## src/rtl/wb_queue_if.sv

```systemverilog
// Port bundle for wb_queue: producer handshake, regfile write port, bypass read taps.
// slave = the queue itself, master = the surrounding pipeline / bench.
`ifndef WORD_WIDTH
`define WORD_WIDTH 32
`endif
`ifndef REG_COUNT
`define REG_COUNT 32
`endif

interface wb_queue_if #(
  parameter int WIDTH     = `WORD_WIDTH,
  parameter int REG_COUNT = `REG_COUNT,
  parameter int DEPTH     = 4
);
  localparam int ADDR_WIDTH = $clog2(REG_COUNT);
  localparam int CW         = $clog2(DEPTH) + 1;

  logic                  in_valid;
  logic                  in_ready;
  logic [ADDR_WIDTH-1:0] in_addr;
  logic [WIDTH-1:0]      in_data;
  logic                  wr_stall;
  logic [ADDR_WIDTH-1:0] addr_d;
  logic                  we_d;
  logic [WIDTH-1:0]      d;
  logic [ADDR_WIDTH-1:0] rd_addr_a;
  logic [ADDR_WIDTH-1:0] rd_addr_b;
  logic                  fwd_hit_a;
  logic                  fwd_hit_b;
  logic [WIDTH-1:0]      fwd_data_a;
  logic [WIDTH-1:0]      fwd_data_b;
  logic [CW-1:0]         count;

  modport slave (
    input  in_valid, in_addr, in_data, wr_stall, rd_addr_a, rd_addr_b,
    output in_ready, addr_d, we_d, d, fwd_hit_a, fwd_hit_b, fwd_data_a, fwd_data_b, count
  );

  modport master (
    output in_valid, in_addr, in_data, wr_stall, rd_addr_a, rd_addr_b,
    input  in_ready, addr_d, we_d, d, fwd_hit_a, fwd_hit_b, fwd_data_a, fwd_data_b, count
  );
endinterface

```

## src/rtl/wb_queue.sv

```systemverilog
// Write-back queue: circular FIFO of {addr, data} register writes in front of a regfile port.
// Define WBQ_BYPASS_EN to add read-port forwarding of the youngest queued write per address.
`ifndef WORD_WIDTH
`define WORD_WIDTH 32
`endif
`ifndef REG_COUNT
`define REG_COUNT 32
`endif

`ifdef WBQ_BYPASS_EN
// Per-entry address match against both read ports.
module wbq_match #(
  parameter int ADDR_WIDTH = 5
) (
  input  logic                  vld,
  input  logic [ADDR_WIDTH-1:0] addr,
  input  logic [ADDR_WIDTH-1:0] rd_addr_a,
  input  logic [ADDR_WIDTH-1:0] rd_addr_b,
  output logic                  hit_a,
  output logic                  hit_b
);
  assign hit_a = vld && (addr == rd_addr_a);
  assign hit_b = vld && (addr == rd_addr_b);
endmodule
`endif

module wb_queue #(
  parameter int WIDTH     = `WORD_WIDTH,
  parameter int REG_COUNT = `REG_COUNT,
  parameter int DEPTH     = 4
) (
  input  logic         clk,
  input  logic         rst,
  wb_queue_if.slave    bus
);
  localparam int ADDR_WIDTH = $clog2(REG_COUNT);
  localparam int PW         = $clog2(DEPTH);
  localparam int CW         = PW + 1;

  typedef struct packed {
    logic [ADDR_WIDTH-1:0] addr;
    logic [WIDTH-1:0]      data;
  } entry_t;

  entry_t          mem [DEPTH];
  logic [PW-1:0]   head;
  logic [PW-1:0]   tail;
  logic [CW-1:0]   count;
  logic            push;
  logic            pop;

  // Ready comes from registered state only, so a same-cycle pop never frees a slot.
  assign bus.in_ready = (count < CW'(DEPTH));
  assign push         = bus.in_valid && bus.in_ready;
  assign pop          = (count != '0) && !bus.wr_stall;

  assign bus.we_d   = pop;
  assign bus.addr_d = mem[head].addr;
  assign bus.d      = mem[head].data;
  assign bus.count  = count;

  always_ff @(posedge clk or posedge rst) begin
    if (rst) begin
      head  <= '0;
      tail  <= '0;
      count <= '0;
    end else begin
      if (push) tail <= tail + 1'b1;
      if (pop)  head <= head + 1'b1;
      case ({push, pop})
        2'b10:   count <= count + 1'b1;
        2'b01:   count <= count - 1'b1;
        default: count <= count;
      endcase
    end
  end

  // Storage is left unreset; validity is carried entirely by head/count.
  always_ff @(posedge clk) begin
    if (push) mem[tail] <= '{addr: bus.in_addr, data: bus.in_data};
  end

`ifdef WBQ_BYPASS_EN
  logic [DEPTH-1:0] slot_vld;
  logic [DEPTH-1:0] hit_a;
  logic [DEPTH-1:0] hit_b;
  logic             fwd_hit_a;
  logic             fwd_hit_b;
  logic [WIDTH-1:0] fwd_data_a;
  logic [WIDTH-1:0] fwd_data_b;

  // A slot is live when its distance from head is below count.
  always_comb begin
    logic [PW-1:0] age;
    age      = '0;
    slot_vld = '0;
    for (int j = 0; j < DEPTH; j++) begin
      age         = PW'(j) - head;
      slot_vld[j] = ({1'b0, age} < count);
    end
  end

  for (genvar j = 0; j < DEPTH; j++) begin : g_match
    wbq_match #(.ADDR_WIDTH(ADDR_WIDTH)) u_match (
      .vld       (slot_vld[j]),
      .addr      (mem[j].addr),
      .rd_addr_a (bus.rd_addr_a),
      .rd_addr_b (bus.rd_addr_b),
      .hit_a     (hit_a[j]),
      .hit_b     (hit_b[j])
    );
  end

  // Walk oldest to youngest so the last hit seen is the youngest write.
  always_comb begin
    logic [PW-1:0] slot;
    slot       = '0;
    fwd_hit_a  = 1'b0;
    fwd_hit_b  = 1'b0;
    fwd_data_a = '0;
    fwd_data_b = '0;
    for (int k = 0; k < DEPTH; k++) begin
      slot = head + PW'(k);
      if (hit_a[slot]) begin
        fwd_hit_a  = 1'b1;
        fwd_data_a = mem[slot].data;
      end
      if (hit_b[slot]) begin
        fwd_hit_b  = 1'b1;
        fwd_data_b = mem[slot].data;
      end
    end
  end

  assign bus.fwd_hit_a  = fwd_hit_a;
  assign bus.fwd_hit_b  = fwd_hit_b;
  assign bus.fwd_data_a = fwd_data_a;
  assign bus.fwd_data_b = fwd_data_b;
`else
  logic unused_rd_addr;
  assign unused_rd_addr = ^{bus.rd_addr_a, bus.rd_addr_b};

  assign bus.fwd_hit_a  = 1'b0;
  assign bus.fwd_hit_b  = 1'b0;
  assign bus.fwd_data_a = '0;
  assign bus.fwd_data_b = '0;
`endif

endmodule

```

## src/flat_wrapper.sv

```systemverilog
// flat-port wrapper written by rule: the top's interface ports become plain ports
module wb_queue_flat 
#(
  parameter int WIDTH     = `WORD_WIDTH,
  parameter int REG_COUNT = `REG_COUNT,
  parameter int DEPTH     = 4
)
  (clk, rst, bus_in_valid, bus_in_addr, bus_in_data, bus_wr_stall, bus_rd_addr_a, bus_rd_addr_b, bus_in_ready, bus_addr_d, bus_we_d, bus_d, bus_fwd_hit_a, bus_fwd_hit_b, bus_fwd_data_a, bus_fwd_data_b, bus_count);
  wb_queue_if #(.WIDTH(WIDTH), .REG_COUNT(REG_COUNT), .DEPTH(DEPTH)) bus_i ();
  input  logic clk;
  input  logic rst;
  input wire logic [$bits(bus_i.in_valid)-1:0] bus_in_valid;
  input wire logic [$bits(bus_i.in_addr)-1:0] bus_in_addr;
  input wire logic [$bits(bus_i.in_data)-1:0] bus_in_data;
  input wire logic [$bits(bus_i.wr_stall)-1:0] bus_wr_stall;
  input wire logic [$bits(bus_i.rd_addr_a)-1:0] bus_rd_addr_a;
  input wire logic [$bits(bus_i.rd_addr_b)-1:0] bus_rd_addr_b;
  output wire logic [$bits(bus_i.in_ready)-1:0] bus_in_ready;
  output wire logic [$bits(bus_i.addr_d)-1:0] bus_addr_d;
  output wire logic [$bits(bus_i.we_d)-1:0] bus_we_d;
  output wire logic [$bits(bus_i.d)-1:0] bus_d;
  output wire logic [$bits(bus_i.fwd_hit_a)-1:0] bus_fwd_hit_a;
  output wire logic [$bits(bus_i.fwd_hit_b)-1:0] bus_fwd_hit_b;
  output wire logic [$bits(bus_i.fwd_data_a)-1:0] bus_fwd_data_a;
  output wire logic [$bits(bus_i.fwd_data_b)-1:0] bus_fwd_data_b;
  output wire logic [$bits(bus_i.count)-1:0] bus_count;
  assign bus_i.in_valid = bus_in_valid;
  assign bus_i.in_addr = bus_in_addr;
  assign bus_i.in_data = bus_in_data;
  assign bus_i.wr_stall = bus_wr_stall;
  assign bus_i.rd_addr_a = bus_rd_addr_a;
  assign bus_i.rd_addr_b = bus_rd_addr_b;
  assign bus_in_ready = bus_i.in_ready;
  assign bus_addr_d = bus_i.addr_d;
  assign bus_we_d = bus_i.we_d;
  assign bus_d = bus_i.d;
  assign bus_fwd_hit_a = bus_i.fwd_hit_a;
  assign bus_fwd_hit_b = bus_i.fwd_hit_b;
  assign bus_fwd_data_a = bus_i.fwd_data_a;
  assign bus_fwd_data_b = bus_i.fwd_data_b;
  assign bus_count = bus_i.count;
  wb_queue #(.WIDTH(WIDTH), .REG_COUNT(REG_COUNT), .DEPTH(DEPTH)) u_core (.clk(clk), .rst(rst), .bus(bus_i));
endmodule
```

## config.mk

```make
export PLATFORM = sky130hd
export DESIGN_NAME = wb_queue_flat
export DESIGN_NICKNAME = d
export VERILOG_FILES = /design/src/rtl/wb_queue_if.sv /design/src/rtl/wb_queue.sv /design/src/flat_wrapper.sv
export SDC_FILE = /design/constraint.sdc
export NUM_CORES = 1
export LEC_CHECK = 0
export BUFFER_PORTS_ARGS = -buffer_cell sky130_fd_sc_hd__buf_2
export CELL_PAD_IN_SITES_DETAIL_PLACEMENT = 2
export CELL_PAD_IN_SITES_GLOBAL_PLACEMENT = 2
export CORE_MARGIN = 3
export CORE_UTILIZATION = 38
export CTS_CLUSTER_SIZE = 20
export DETAILED_ROUTE_END_ITERATION = 8
export PLACE_DENSITY = 0.82
export SYNTH_ARGS = -nofsm -noshare
export SYNTH_HDL_FRONTEND = slang
export SYNTH_SLANG_ARGS = --single-unit
```

## constraint.sdc

```tcl
create_clock -name clk -period 2.33 [get_ports clk]
set_input_delay 0.233 -clock clk [delete_from_list [all_inputs] [get_ports clk]]
set_output_delay 0.233 -clock clk [all_outputs]
set_load 0.02 [all_outputs]
```

======== Word level (Yosys, flattened, before mapping) ========
Memory sizes are Yosys's and may differ from the RTL's.
Cells that the tools add are included.
cells by class
  add/subtract/negate cells ............... 4
  order comparisons ....................... 1
  equal/unequal tests ..................... 2
  multiplexer cells ....................... 3
  reduce and logical (&&, ||, !) cells .... 5
operators with widths
  cell                 number
  $pmux 3 s2           1
  $add 2x1->2 const B  2
  $add 3x1->3 const B  1
  $lt 3x3->1 const B   1
  $reduce_bool 3->1    1
  $sub 3x1->3 const B  1
  $eq 2x1->1 const B   1
  $eq 2x2->1 const B   1
  $logic_and 1x1->1    2
  $mux 1               2
  $reduce_bool 2->1    1
  $logic_not 1->1      1
storage, ports and cells
  register bits ........................... 7
  bits in writable memories ............... 148
  input port bits ......................... 51
  output and inout bits ................... 108
  memories kept ........................... 1
memory list
  memory      words  width  rd ports  clocked after Yosys merged registers in  wr ports  RTL line        source
  u_core.mem  4      37     1         0                                        1         wb_queue.sv:45  entry_t mem [DEPTH];

======== Depth between registers and ports, before layout ========
  depth in word-level cells ............... 4
  gate-level depth with buffers ........... 9
  mapped depth without buffers ............ 8

======== Worst setup path before layout ========
No wires, ideal clock.
  path kind ............................... reg2reg
  start point ............................. register u_core.count[2], in the netlist u_core.bus.count[2]
  end point ............................... memory u_core.mem[0][0] in the netlist's numbering, enable pin
  arrival time ............................ 1749 ps
  required time ........................... 1932 ps
  path slack .............................. 183 ps
  stages on the path, launching flop included .. 4
  period minus slack after synthesis ...... 2147 ps
  cells stage by stage .................... dfrtp_1 nor2b_1 clkbuf_1 and2_1
between the ends
  cells in the longest elaborated chain, start to end .. 4
RTL lines
  what                          RTL line        source
  start, declared               wb_queue.sv:48  logic [CW-1:0] count;
  start signal, assigned        wb_queue.sv:71  2'b10: count <= count + 1'b1;
  start signal, assigned        wb_queue.sv:72  2'b01: count <= count - 1'b1;
  start signal, assigned        wb_queue.sv:73  default: count <= count;
  $lt 3x3->1                    wb_queue.sv:53  assign bus.in_ready = (count < CW'(DEPTH));
  $logic_and 1x1->1             wb_queue.sv:54  assign push = bus.in_valid && bus.in_ready;
  $mux 1                        wb_queue.sv:80  if (push) mem[tail] <= '{addr: bus.in_addr, data: bus.in_data};
  $mux 1 (implied by the code)  wb_queue.sv:80
  end, declared                 wb_queue.sv:45
Every way passes these cells.

======== Worst setup path after layout ========
  start point ............................. register u_core.head[1]
  end point ............................... output port bus_d[18]
between the ends
  cells in the longest elaborated chain, start to end .. 1
RTL lines
  what                    RTL line            source
  start, declared         wb_queue.sv:46      logic [PW-1:0] head;
  start signal, assigned  wb_queue.sv:69      if (pop) head <= head + 1'b1;
  $mem_v2 4x37            n/a
  end, declared           flat_wrapper.sv:21  output wire logic [$bits(bus_i.d)-1:0] bus_d;
Every way passes these cells.

==> metrics.md <==
| Metric | Value |
|---|---|
| Antenna violations before repair | `1` |
| Worst-margin pin slew | `around 0.54 ns` |
| Setup CP Type | `register to output pin` |
| P&R area growth vs syn | `18.1%` |
| DIE HEIGHT | `about 130 um` |
| First drt pass iteration count | `4` |
| First-pass GRT wire length | `slightly below 20,000 um` |
| Final HPWL DP | `about 9000 um` |
| Multiplexer share of the synthesized area | `13.5%` |
| Post-synth top area share | `~71%` |
| Later-pin clock latency in the skew report | `approximately 0.42 ns` |
| Syn_area_per_cell | `between 20 and 25 um2` |
| Area contributors post-synth | `edfxtp_1 (71%), mux4_2 (13%), buf_4 (8.2%)` |
| Pwr/cell area | `1250 mW/mm2` |
| Placed cell count | `600` |
| Number of synthesis warnings | `0` |
| Adder-cell share of the synthesized area | `around 1.3%` |
| Die Area | `0.0180 mm2` |
| Routed via count | `about 2,800` |
| Non-filler cells, final | `between 600 and 700` |
| Max layer used | `met5` |
| # IOs | `around 160` |
| Port bufs | `around 80` |
| H-tree depth | `4` |
| Max-slew headroom | `about 64%` |
| Status | `finished clean` |
| Num CTS Buffers | `17` |
| Reg power frac | `~40%` |
| Main combinational cell family by area after synthesis | `multiplexers` |
| Top delay family on crit path | `flip-flops` |
| Final Cycle Share | `a little over nine tenths` |
| Compound-cell area share of the yosys netlist | `less than 1%` |
| Classification of the worst-slack hold path | `primary input to register` |
| Place WS | `around 0.34 ns` |
| Worst Path Max Fanout | `17` |
| Crit-path cells | `buf_4 -> mux4_2 -> buf_2` |
| NetSw | `about 3 mW` |
| Distinct cell type count of the synthesized netlist | `21` |
| Asr flop ratio synth | `about 4.5%` |
| Final hold violations | `0` |
| Fmax | `449 MHz` |
| Crit path DAT | `just under 2 ns` |
| VDD IR max | `~0.00056 V` |
| Vias in the first global route | `3,132` |
| DRT antenna net count | `0` |
| Post-synth EDFFs | `~150` |
| Setup TNS | `0 ns` |
| Peak per-stage delay on the critical path | `0.69 ns` |
| GRT overflow | `0` |
| Die W | `between 100 and 150 um` |
| Detailed-route DRC error count | `0` |
| Vias/cell | `around 4.4` |
| Met2 Wirelength | `7040 um` |
| Post-synthesis cell count | `300` |
| Sequential area share after synthesis | `roughly three quarters` |
| Clk slew on worst S/H paths | `approximately 0.060 ns` |
| Skew final | `0.00954 ns` |
| Final setup vio count | `0` |
| DRT iter0 DRCs | `125` |
| Root Buffer | `clkbuf_16` |
| CP max stage cell | `dfrtp_2` |
| Flop and latch count out of synthesis | `between 150 and 200` |
| Met3 wire length | `621 um` |
| Largest net degree at the start of global routing | `25` |
| Synth top cells by count | `edfxtp_1 (148), buf_4 (68), mux4_2 (37)` |
| Worst path bufs/invs | `2` |
| Most common cell in the synthesized netlist | `edfxtp_1` |
| Top FF cell, synth | `edfxtp_1` |
| Sw frac | `a little under a third` |
| N_diodes | `0` |
| Worst setup margin | `0.102 ns` |
| Worst Setup Start Kind | `register` |
| M1 WL | `about 5000 um` |
| LEAKAGE | `around 2.7 nW` |
| RePlAce Congestion | `0.656` |
| Row count | `46` |
| Final nets | `roughly 460` |
| Clk buf depth | `2` |
| Share of layout cells above drive strength 1 | `40.5%` |
| Crit. End Element | `output pin` |
| Post-layout util | `between 40% and 50%` |
| CP required | `approximately 2.1 ns` |
| Final Slew Violations | `0` |
| Post-synth top area cell | `edfxtp_1` |
| Synth Area in Simple Gates | `less than 1%` |
| GRT Total Usage | `14.7%` |
| RSZ-0062 raised after global routing | `no` |
| Xor/xnor cell area share of the yosys netlist | `less than 1%` |
| Clock Power Share | `between 20 and 30%` |
| Clock sink total | `about 160` |
| Avg WL per Cell | `20.3 um` |
| Starting Density | `39.1%` |
| Cell area after synthesis | `~0.0063 mm2` |
| Gate power share | `roughly 31%` |
| WL final | `12,900 um` |
| Area of the core | `about 0.016 mm2` |
| # Max-Cap Violations | `0` |
| Internal power | `6.30 mW` |
| CTS tree | `yes` |
| Fin crit period | `2.23 ns` |
## repair_timing
action | CTS | global route
resized for setup | 0 | 0
buffers inserted | 0 | 0
hold buffers | 1 | 0
hold endpoints to repair | 7 | 0
setup endpoints to repair | 0 | 0
## path summary, 6_finish.rpt
check | from | endpoint | depth (start not counted) | slack (ns)
min reg2reg | u_core.bus.count[0]$_DFFE_PP0P_ | u_core.bus.count[0]$_DFFE_PP0P_ | 1 | 0.55
max reg2reg | u_core.bus.count[2]$_DFFE_PP0P_ | u_core.bus.count[1]$_DFFE_PP0P_ | 6 | 0.37
max in group asynchronous | rst | u_core.head[0]$_DFFE_PP0P_ | 3 | 1.79
min | bus_in_addr[0] | u_core.mem[3][32]$_DFFE_PP_ | 1 | 0.03
min in group asynchronous | rst | u_core.bus.count[0]$_DFFE_PP0P_ | 3 | 0.29
max | u_core.head[1]$_DFFE_PP0P_ | bus_d[18] | 3 | 0.10
## power by group through the flow
stage | clock [mW] | sequential (mW) | combinational [mW]
3_5_place_dp | 0 | 3.79 | 2.96
5_1_grt | 2.81 | 3.76 | 3.13
2_1_floorplan | 0 | 3.69 | 2.12
3_3_place_gp | 0 | 3.72 | 2.89
6_report | 2.64 | 3.72 | 2.89
4_1_cts | 2.72 | 3.73 | 2.98
## sequential cells by signal, summed over array words and instances, names as in the netlist
name	flops
u_core.tail	2
u_core.mem	148
u_core.head	2
u_core.bus.count	3
## layout make-up
type	count	area, um2
repair buffers	95	598
clock buffers	19	443
inverters	8	30.0
well taps	216	270
fillers	1526	8610
multi-input cells	127	1300
clock inverters	13	126
flip-flops and latches	155	4620
## layer usage
layer | vias up | GRT usage, %
met1 | 1463 | 16.9
met4 | 2 | 6.11
li1 | 1246 | -
met2 | 84 | 26.1
met5 | - | 0
met3 | 18 | 4.05
## cells by family after synthesis
logic type / after synthesis
XOR/XNOR: 6
buffers and inverters: 83
flip-flops: 155
adder cells (fa/ha/maj): 6
AND/OR/NAND/NOR: 10
other: 1
multiplexers: 38
AO/OA/AOI/OAI: 1
## placed cells by master, fill, tap and decap left out
cell / n
nor2b_1: 1
mux2i_1: 1
nand2_1: 1
buf_4: 5
nor2_1: 2
edfxtp_1: 148
clkinv_4: 1
conb_1: 66
nor3b_2: 1
mux4_2: 37
dfrtp_2: 2
xnor2_1: 3
clkbuf_16: 17
ha_1: 5
clkinv_2: 7
inv_1: 8
dlygate4sd3_1: 1
o21ai_0: 1
nor3_1: 1
clkinvlp_4: 3
clkbuf_8: 1
clkbuf_1: 1
dfrtp_1: 5
xor2_1: 3
fa_1: 1
and2_2: 4
buf_2: 82
buf_12: 7
bufinv_16: 2
## per-stage QoR
stage	cell area (um2)	total power, mW	hold slack [ns]
floorplan	6500	5.81	0.0364
global route	7390	9.69	0.0238
global placement	6810	6.62	0.179
CTS	7390	9.43	0.00595
finish	7390	9.25	0.0333
detailed placement	6810	6.75	0.188
(Power assumes the default switching activity.)
